<file path="config.mk">
export PLATFORM = sky130hd
export DESIGN_NAME = reg_bank_arbiter
export DESIGN_NICKNAME = d
export VERILOG_FILES = /design/src/rtl/reg_bank_arbiter.sv
export SDC_FILE = /design/constraint.sdc
export NUM_CORES = 1
export LEC_CHECK = 0
export ABC_AREA = 1
export CAP_MARGIN = 40
export CORE_AREA = 2 2 98 100
export CTS_CLUSTER_SIZE = 14
export DETAILED_ROUTE_END_ITERATION = 7
export DIE_AREA = 0 0 100 102
export PLACE_DENSITY = 0.75
export SLEW_MARGIN = 15
export SYNTH_ARGS = -nofsm -noshare
export SYNTH_HDL_FRONTEND = slang
export SYNTH_SLANG_ARGS = --single-unit
</file>
<file path="constraint.sdc">
create_clock -name Clock -period 2.8 [get_ports Clock]
set_input_delay 0.56 -clock Clock [delete_from_list [all_inputs] [get_ports Clock]]
set_output_delay 0.56 -clock Clock [all_outputs]
set_load 0.05 [all_outputs]
</file>
<file path="src/rtl/reg_bank_arbiter.sv">
// Round-robin arbiter serialising master accesses onto a shared register bank.
// Define REGARB_FIXED_PRIORITY_EN to make the lowest-index requester always win (no rr_ptr).
module reg_bank_arbiter #(
  parameter int unsigned NrOfBits       = 8,
  parameter int unsigned NrOfRequesters = 4,
  parameter int unsigned NrOfRegs       = 8,
  parameter int unsigned AddrBits       = 3
) (
  input  logic                                Clock,
  input  logic                                Reset,
  input  logic                                Tick,
  input  logic [NrOfRequesters-1:0]           req,
  input  logic [2*NrOfRequesters-1:0]         op,
  input  logic [AddrBits*NrOfRequesters-1:0]  addr,
  input  logic [NrOfBits*NrOfRequesters-1:0]  wdata,
  output logic [NrOfRequesters-1:0]           gnt,
  output logic [NrOfRequesters-1:0]           done,
  output logic                                err,
  output logic [NrOfBits-1:0]                 rdata,
  output logic [NrOfBits-1:0]                 reg_D,
  output logic [NrOfRegs-1:0]                 reg_ClockEnable,
  output logic [NrOfRegs-1:0]                 reg_cs,
  output logic [NrOfRegs-1:0]                 reg_pre,
  output logic [NrOfRegs-1:0]                 reg_clr,
  input  logic [NrOfBits-1:0]                 reg_Q
);

  localparam int unsigned IdxW = (NrOfRequesters > 1) ? $clog2(NrOfRequesters) : 1;
  localparam logic [1:0]  OpRead  = 2'b00;
  localparam logic [1:0]  OpWrite = 2'b01;
  localparam logic [1:0]  OpPre   = 2'b10;
  localparam logic [1:0]  OpClr   = 2'b11;

  typedef enum logic [1:0] {IDLE, ACCESS, RESP} state_t;

  state_t                state_q, state_d;
  logic [IdxW-1:0]       win_q, win_d;
  logic [1:0]            op_q, op_d;
  logic                  oob_q, oob_d;
  logic [NrOfRequesters-1:0] gnt_q, gnt_d, done_q, done_d;
  logic                  err_q, err_d;
  logic [NrOfBits-1:0]   rdata_q, rdata_d, d_q, d_d;
  logic [NrOfRegs-1:0]   ce_q, ce_d, cs_q, cs_d, pre_q, pre_d, clr_q, clr_d;
`ifndef REGARB_FIXED_PRIORITY_EN
  logic [IdxW-1:0]       rr_q, rr_d;
`endif

  logic                  any_req;
  logic                  found;
  logic [IdxW-1:0]       win_c;
  logic [IdxW-1:0]       idx_v;
  logic [1:0]            op_sel;
  logic [AddrBits-1:0]   addr_sel;
  logic [NrOfBits-1:0]   wdata_sel;
  logic [NrOfRegs-1:0]   sel_dec;

  // Winner selection and decode of the winner's request fields
  always_comb begin
    any_req   = |req;
    found     = 1'b0;
    win_c     = '0;
    idx_v     = '0;
    op_sel    = '0;
    addr_sel  = '0;
    wdata_sel = '0;
    sel_dec   = '0;
    for (int unsigned i = 0; i < NrOfRequesters; i++) begin
`ifdef REGARB_FIXED_PRIORITY_EN
      idx_v = IdxW'(i);
`else
      idx_v = IdxW'((32'(rr_q) + i) % NrOfRequesters);
`endif
      if (!found && req[idx_v]) begin
        found = 1'b1;
        win_c = idx_v;
      end
    end
    for (int unsigned i = 0; i < NrOfRequesters; i++) begin
      if (win_c == IdxW'(i)) begin
        op_sel    = op[2*i +: 2];
        addr_sel  = addr[AddrBits*i +: AddrBits];
        wdata_sel = wdata[NrOfBits*i +: NrOfBits];
      end
    end
    // Empty decode marks an out-of-range address
    for (int unsigned r = 0; r < NrOfRegs; r++) begin
      sel_dec[r] = (addr_sel == AddrBits'(r));
    end
  end

  // Next-state and registered-output logic
  always_comb begin
    state_d = state_q;
    win_d   = win_q;
    op_d    = op_q;
    oob_d   = oob_q;
    gnt_d   = gnt_q;
    done_d  = '0;
    err_d   = 1'b0;
    rdata_d = rdata_q;
    d_d     = d_q;
    ce_d    = ce_q;
    cs_d    = cs_q;
    pre_d   = pre_q;
    clr_d   = clr_q;
`ifndef REGARB_FIXED_PRIORITY_EN
    rr_d    = rr_q;
`endif
    unique case (state_q)
      IDLE: begin
        if (any_req) begin
          state_d = ACCESS;
          win_d   = win_c;
          op_d    = op_sel;
          oob_d   = ~|sel_dec;
          for (int unsigned i = 0; i < NrOfRequesters; i++) begin
            gnt_d[i] = (win_c == IdxW'(i));
          end
`ifndef REGARB_FIXED_PRIORITY_EN
          rr_d = (32'(win_c) == NrOfRequesters - 1) ? '0 : win_c + IdxW'(1);
`endif
          unique case (op_sel)
            OpWrite: begin
              if (|sel_dec) d_d = wdata_sel;
              ce_d = sel_dec;
            end
            OpRead:  cs_d  = ~sel_dec;
            OpPre:   pre_d = sel_dec;
            OpClr:   clr_d = sel_dec;
            default: ;
          endcase
        end
      end
      ACCESS: begin
        // Controls hold until a Tick cycle commits the access
        if (Tick) begin
          if (op_q == OpRead && !oob_q) rdata_d = reg_Q;
          ce_d    = '0;
          cs_d    = '1;
          pre_d   = '0;
          clr_d   = '0;
          gnt_d   = '0;
          for (int unsigned i = 0; i < NrOfRequesters; i++) begin
            done_d[i] = (win_q == IdxW'(i));
          end
          err_d   = oob_q;
          state_d = RESP;
        end
      end
      RESP:    state_d = IDLE;
      default: state_d = IDLE;
    endcase
  end

  always_ff @(posedge Clock or negedge Reset) begin
    if (!Reset) begin
      state_q <= IDLE;
      win_q   <= '0;
      op_q    <= '0;
      oob_q   <= 1'b0;
      gnt_q   <= '0;
      done_q  <= '0;
      err_q   <= 1'b0;
      rdata_q <= '0;
      d_q     <= '0;
      ce_q    <= '0;
      cs_q    <= '1;
      pre_q   <= '0;
      clr_q   <= '0;
`ifndef REGARB_FIXED_PRIORITY_EN
      rr_q    <= '0;
`endif
    end else begin
      state_q <= state_d;
      win_q   <= win_d;
      op_q    <= op_d;
      oob_q   <= oob_d;
      gnt_q   <= gnt_d;
      done_q  <= done_d;
      err_q   <= err_d;
      rdata_q <= rdata_d;
      d_q     <= d_d;
      ce_q    <= ce_d;
      cs_q    <= cs_d;
      pre_q   <= pre_d;
      clr_q   <= clr_d;
`ifndef REGARB_FIXED_PRIORITY_EN
      rr_q    <= rr_d;
`endif
    end
  end

  assign gnt             = gnt_q;
  assign done            = done_q;
  assign err             = err_q;
  assign rdata           = rdata_q;
  assign reg_D           = d_q;
  assign reg_ClockEnable = ce_q;
  assign reg_cs          = cs_q;
  assign reg_pre         = pre_q;
  assign reg_clr         = clr_q;

endmodule

</file>
==> metrics.cfg, run 1 <==
[placed_design]
post-dp-hpwl_mm = 7.416
gp_congestion = 0.9487
numPortBuffers = 123
dp_cells = 725
placed_area_sq_um = 5125

[grt]
first_global_vias = 3390
grt_pass1_wl_mm = 15.55
track_usage = 0.1901
antenna_found_initial = 0
grt_max_degree = 41
grt-ovfl-total = 0

[synthesis]
syn_area_sq_um = 3665
synth.area.top_cells = dfrtp_1 (40%), nand2_1 (19%), nand3_1 (6.3%)
ys_ff_latch = 66
postSynth.asyncResetShare = 1.000
synth_edf_count = 0
synth_top_area_frac = 0.3960
yosys_warnings = 0
syn_nets = 551
synthTopCellsByCount = nand2_1 (190), dfrtp_1 (58), nand3_1 (46), o21ai_0 (42), inv_1 (37)
syn_inst = 480
synthFlopType = dfrtp_1
synth_cell_types = 30
yosysTopAreaCell = dfrtp_1
ys_seq_area_frac = 0.4534
yosysMostFrequentCell = nand2_1
syn_avg_cell_area_sq_um = 7.635

[routing]
wire_per_inst_microns = 13.90
drc = 0
finalWirelength_mm = 10.50
ant_nets = 0
drt-vias-per-instance = 4.966
first_iter_violations = 168
vias = 3749
firstDrtPassIters = 6

[cells_and_area]
nets = 710
finalNonFillerCells = 755
multi_input_area_sq_um = 2112
syn2layout_area_growth_pct = 60.36
register_area_sq_um = 1664
post-route-cell-area_sq_um = 5877
layout-drive-gt1-share = 0.2516
n_antenna_cell = 0
fillers = 765

[critical_path]
cp.arrival_ns = 3.03
startpoint_type = flop
crit_type = flop to flop
worstPathRequired_ns = 3.03
critPathCaptureType = flop
rr_endpoint = op_q[0]
regToRegSetupSlack_ns = 0.003
reg2reg_from = rr_q[0]
reg2reg_depth = 20
worstPathMaxFanout = 8

[die]
io_pins = 124
initial_core_util = 0.4023
core_area_sq_um = 9109
die_y_microns = 102
die_x_microns = 100
row_count = 35
die-area_sq_um = 10200

[cts]
clock-sinks = 66
clkLatencyLatePin_ns = 0.34
cts_tree = built
cts-buffers-inserted = 9
clk_pin_slew_ns = 0.08
cts_buffer_depth = 2
cts-root-buf = clkbuf_8
h-tree-depth = 3

[sta]
slew_violations = 0
max_freq_ghz = 0.3575
finClkSkew_ns = 0.01217
fin_crit_sh = 0.9990
worstMarginPinSlew_ns = 0.6845
setup_viol = 0
slew_headroom = 0.5402
min_period_ns = 2.797
hold_violations = 0

[flow_run]
cap_violations = 0

[outcome]
status = finished, final reports clean

[min_path]
hp-class = input pin to asynchronous set/reset pin

## worst max path at each step
| stage | startpoint | to | slack (ns) | cells after the start |
|---|---|---|---|---|
| finish | rr_q[0] | op_q[0] | 0.003 | 20 |
| global route | rr_q[0] | op_q[0] | -0.18 | 20 |
| CTS | req[3] | reg_clr[2] | -0.007 | 19 |
| detailed placement | req[3] | reg_ClockEnable[1] | -0.62 | 21 |
| global placement | req[3] | reg_ClockEnable[1] | -0.50 | 21 |
| floorplan | req[3] | reg_clr[0] | 0.23 | 21 |
## flip-flops by register name, indices dropped and copies added, names as in the netlist
| register | count |
|---|---|
| done | 4 |
| err | 1 |
| gnt | 4 |
| oob_q | 1 |
| op_q | 2 |
| rdata | 8 |
| reg_ClockEnable | 8 |
| reg_D | 8 |
| reg_clr | 8 |
| reg_cs | 8 |
| reg_pre | 8 |
| rr_q | 2 |
| state_q | 2 |
| win_q | 2 |
## metal layers
| metal | part of all wire | routed length [microns] | track usage | up-vias |
|---|---|---|---|---|
| li1 | - | - | - | 1860 |
| met1 | 0.42 | 4432 | 0.2522 | 1735 |
| met2 | 0.51 | 5319 | 0.3155 | 139 |
| met3 | 0.057 | 603 | 0.03830 | 15 |
| met4 | 0.014 | 142 | 0.06112 | 0 |
| met5 | 0 | 0 | 0 | - |
## worst max-delay path: stages, from the launching register on
cell     delay (ns)
dfrtp_2        0.48
buf_6          0.15
nand2_1        0.07
nand2_2        0.07
nand2_2        0.11
nand2_4        0.08
nor3_4         0.22
nand3_2        0.13
nand2_4        0.13
inv_4          0.06
ha_4           0.17
buf_6          0.14
a21oi_2        0.14
o21ai_2        0.08
nand3_2        0.09
nand2_4        0.11
nand2_8        0.11
buf_6          0.12
buf_4          0.10
buf_4          0.09
nand2_1        0.04
## what timing repair did
| item | in CTS | in global routing |
|---|---|---|
| buffers inserted | 2 | 9 |
| cloned | 0 | 3 |
| hold buffers | 0 | 0 |
| endpoints found under the hold margin | 0 | 0 |
| resized for setup | 21 | 105 |
| endpoints found under the setup margin | 41 | 42 |
| pin swaps | 8 | 30 |
## layout by cell type, fill, tap and decap left out, types with 9 or more instances in the layout
| cell type | n |
|---|---|
| nand2_1 | 170 |
| clkdlybuf4s50_1 | 118 |
| dfrtp_1 | 56 |
| nand3_1 | 39 |
| o21ai_0 | 32 |
| buf_4 | 29 |
| inv_1 | 28 |
| nand2_2 | 15 |
| nand2_4 | 15 |
| a21oi_1 | 11 |
| inv_2 | 9 |
| o21ai_1 | 9 |
| clkbuf_8 | 9 |
## final cells by class
cell class                      instances  area share
Multi-Input combinational cell        358      0.3594
Sequential cell                        66      0.2832
Timing Repair Buffer                  160      0.2657
Inverter                               44     0.03108
Tap cell                              111     0.02363
Clock buffer                            9     0.02108
Clock inverter                          7     0.01597
## cells by family after synthesis
family / count (synthesis) / synth area share
compound gates: 63 / 0.08604
fa+ha+maj: 4 / 0.01366
buf+inv: 59 / 0.07989
simple gates: 288 / 0.3670
flops: 66 / 0.4534
## stage by stage
| step | hold WS [ns] | util | setup TNS (ns) | setup slack (ns) |
|---|---|---|---|---|
| floorplan | 0.2644 | - | 0 | 0.2250 |
| global placement | 0.4460 | 0.5626 | -17.35 | -0.4963 |
| detailed placement | 0.4542 | 0.5626 | -22.62 | -0.6186 |
| CTS | 0.2269 | 0.5966 | -0.01156 | -0.006672 |
| global route | 0.2638 | 0.6452 | -5.153 | -0.1758 |
| finish | 0.2154 | 0.6452 | 0 | 0.002868 |
Power of run 1 is not shown: default switching activity piles up to over one toggle a cycle in this logic, so the estimate is an artifact.
==> inputs of run 2 (changes only) <==
Settings changed: CTS_CLUSTER_SIZE 14 to not set.
==> results of run 2 <==
No change in the layout: final DEF, timing and power equal those of run 1.
Power of run 2 is left out for the same reason.
==> inputs of run 3 (changes only) <==
Settings changed: ABC_AREA 1 to not set, CORE_AREA 2 2 98 100 to 2 2 91 93, DIE_AREA 0 0 100 102 to 0 0 93 95, PLACE_DENSITY 0.75 to 0.78.
==> metrics.cfg, run 3 <==
[outcome]
status = finished, final reports clean

[critical_path]
critPathMaxStageDelay_ns = 0.37
path_buf_inv = 3
startpoint_type = input pin
reg2reg_from = rr_q[1]
regToRegSetupSlack_ns = 0.04
path_cells = dlygate4sd2_1 > a21oi_1 > o21ai_0 > o2bb2a_4 > inv_2 > ha_4 > nand3b_1 > a221oi_4 > nand2_1 > a21boi_4 > buf_12 > mux2_2
setup.worst_path.start = req[1]
cp_top_family = compound AO/OA/AOI/OAI gates
rr_endpoint = reg_clr[4]
worst-path-stages = 12
worstPathRequired_ns = 3.02
cp.arrival_ns = 2.99
critPathCaptureType = flop
crit_end = reg_clr[4]
worstPathMaxFanout = 8
crit_type = input pin to flop
reg2reg_depth = 12
worst_path_max_delay_cell = a221oi_4

[routing]
finalWirelength_mm = 9.217
vias = 2745
drt-vias-per-instance = 5.112
first_iter_violations = 100
wire_per_inst_microns = 17.16
firstDrtPassIters = 4
ant_nets = 0
drc = 0

[sta]
slew_headroom = 0.5682
hold_violations = 0
min_period_ns = 2.777
finClkSkew_ns = 0.008589
fin_crit_sh = 0.9919
worstMarginPinSlew_ns = 0.6477
setup-tns-final_ns = 0
rsz0062_at_grt = true
slew_violations = 0
setup_viol = 0
max_freq_ghz = 0.3600

[cells_and_area]
final_cell_mix = clkdlybuf4s50_1 (118), dfrtp_1 (58), nand2_1 (31), mux2_2 (29), buf_4 (28)
nets = 498
n_antenna_cell = 0
post-route-cell-area_sq_um = 5221
syn2layout_area_growth_pct = 65.92
layout-drive-gt1-share = 0.2963
utilization = 0.6586
layout_commonest_cell = clkdlybuf4s50_1

[synthesis]
yosysTopAreaCell = dfrtp_1
synth_top_area_frac = 0.4612
yosysMostFrequentCell = dfrtp_1
synthFlopType = dfrtp_1
synth_edf_count = 0
synth_cell_types = 40
syn_area_sq_um = 3147
ys_ff_latch = 66
syn_inst = 275
syn_nets = 346
syn_avg_cell_area_sq_um = 11.44
ys_seq_area_frac = 0.5280
synthTopCellsByCount = dfrtp_1 (58), mux2_2 (39), nand2_1 (31), nor2b_1 (15), a21oi_1 (12)
yosys_warnings = 0
postSynth.asyncResetShare = 1.000
synth.area.top_cells = dfrtp_1 (46%), mux2_2 (14%), dfstp_2 (6.7%)

[placed_design]
numPortBuffers = 123
placed_area_sq_um = 4740
post-dp-hpwl_mm = 6.504
gp_congestion = 0.7960

[cts]
h-tree-depth = 3
cts-root-buf = clkbuf_8
cts_tree = built
ctsHoldBuffers = 0
clock-sinks = 66
cts_buffer_depth = 2
clk_pin_slew_ns = 0.07
clkLatencyLatePin_ns = 0.34
cts-buffers-inserted = 9

[power_and_ir_drop]
combPwrFrac = 0.617
peakVddDrop_v = 0.0007514
p_int_w = 0.003671
sequentialPowerShare = 0.236
p_leak_nw = 2.257
clkPwrFrac = 0.148
power_density_nw_per_um2 = 1268
sw_frac_of_total = 0.4457
netSwitchingPower_w = 0.002952

[min_path]
hp-class = input pin to asynchronous set/reset pin

[die]
die_y_microns = 95
die-area_sq_um = 8835
io_pins = 124
initial_core_util = 0.3969
row_count = 33
core_area_sq_um = 7928
die_x_microns = 93

[grt]
grt_pass1_wl_mm = 14.69
grt_max_degree = 42
grt-ovfl-total = 0
first_global_vias = 2985
track_usage = 0.2124
antenna_found_initial = 0

[flow_run]
cap_violations = 0

==> run 3: cell count changes in the layout (fill, tap and decap cells not counted), sizes merged, moves of 7 or more <==
cell | before | now
nand2 | 207 | 32
nand3 | 47 | 4
o21ai | 47 | 6
mux2 | 0 | 40
inv | 44 | 9
nor2 | 21 | 5
nor2b | 0 | 15
a221oi | 0 | 12
o31ai | 0 | 12
a31oi | 0 | 8
nor3 | 1 | 8
==> run 3: how the worst min path moves through the flow <==
stage / from / endpoint / slack [ns]
after global placement: win_q[0] / done[0] / 0.44
after global routing: Reset / reg_clr[7] / 0.27
final: Reset / reg_clr[7] / 0.24
after CTS: Reset / reg_ClockEnable[1] / 0.24
after floorplan: Reset / done[0] / 0.26
after detailed placement: win_q[0] / done[0] / 0.45
==> run 3: stage by stage <==
stage,total power (W),instances,hold slack [ns],setup slack [ns]
2_1_floorplan,0.003929,275,0.2644,-0.06931
3_5_place_dp,0.005339,518,0.4546,-0.7987
4_1_cts,0.006549,537,0.2376,0.003257
5_1_grt,0.006981,537,0.2705,-0.1146
3_3_place_gp,0.005254,518,0.4428,-0.6560
6_report,0.006623,537,0.2443,0.02260
==> run 3: power groups by stage <==
stage / clock network (W) / registers [W] / logic (W)
2_1_floorplan: 0 / 0.00256 / 0.00137
3_3_place_gp: 0 / 0.00155 / 0.00370
3_5_place_dp: 0 / 0.00157 / 0.00377
4_1_cts: 0.00100 / 0.00156 / 0.00399
5_1_grt: 0.00103 / 0.00161 / 0.00434
6_report: 0.000977 / 0.00156 / 0.00408
==> run 3: timing repair <==
item / CTS / global route
resized for setup: 31 / 20
setup buffers: 3 / 0
pin swaps: 5 / 2
gates cloned: 0 / 0
setup endpoints to repair: 40 / 40
==> run 3: cell type report <==
| class | count | area, sq um |
|---|---|---|
| Clock buffer | 10 | 127.6 |
| Clock inverter | 6 | 115.1 |
| Multi-Input combinational cell | 185 | 1615 |
| Timing Repair Buffer | 156 | 1534 |
| Sequential cell | 66 | 1662 |
| Fill cell | 628 | 2706 |
| Inverter | 9 | 36.28 |
| Tap cell | 105 | 131.4 |
==> run 3: logic make-up (layout without fill, tap and decap cells) <==
| family | after synthesis | after routing | share of synthesized area |
|---|---|---|---|
| fa+ha+maj | 4 | 4 | 0.01591 |
| simple gates | 81 | 81 | 0.1324 |
| compound gates | 59 | 59 | 0.1435 |
| flops | 66 | 66 | 0.5280 |
| buf+inv | 24 | 181 | 0.03379 |
| mux | 41 | 41 | 0.1463 |
==> run 3: per-layer routing <==
layer	vias to the layer above	track usage	wire length, microns
li1	1303	-	-
met1	1341	0.2586	3863
met2	88	0.3617	4664
met3	13	0.06704	600
met4	0	0.06618	89
met5	-	0	0
(Power assumes the default switching activity.)
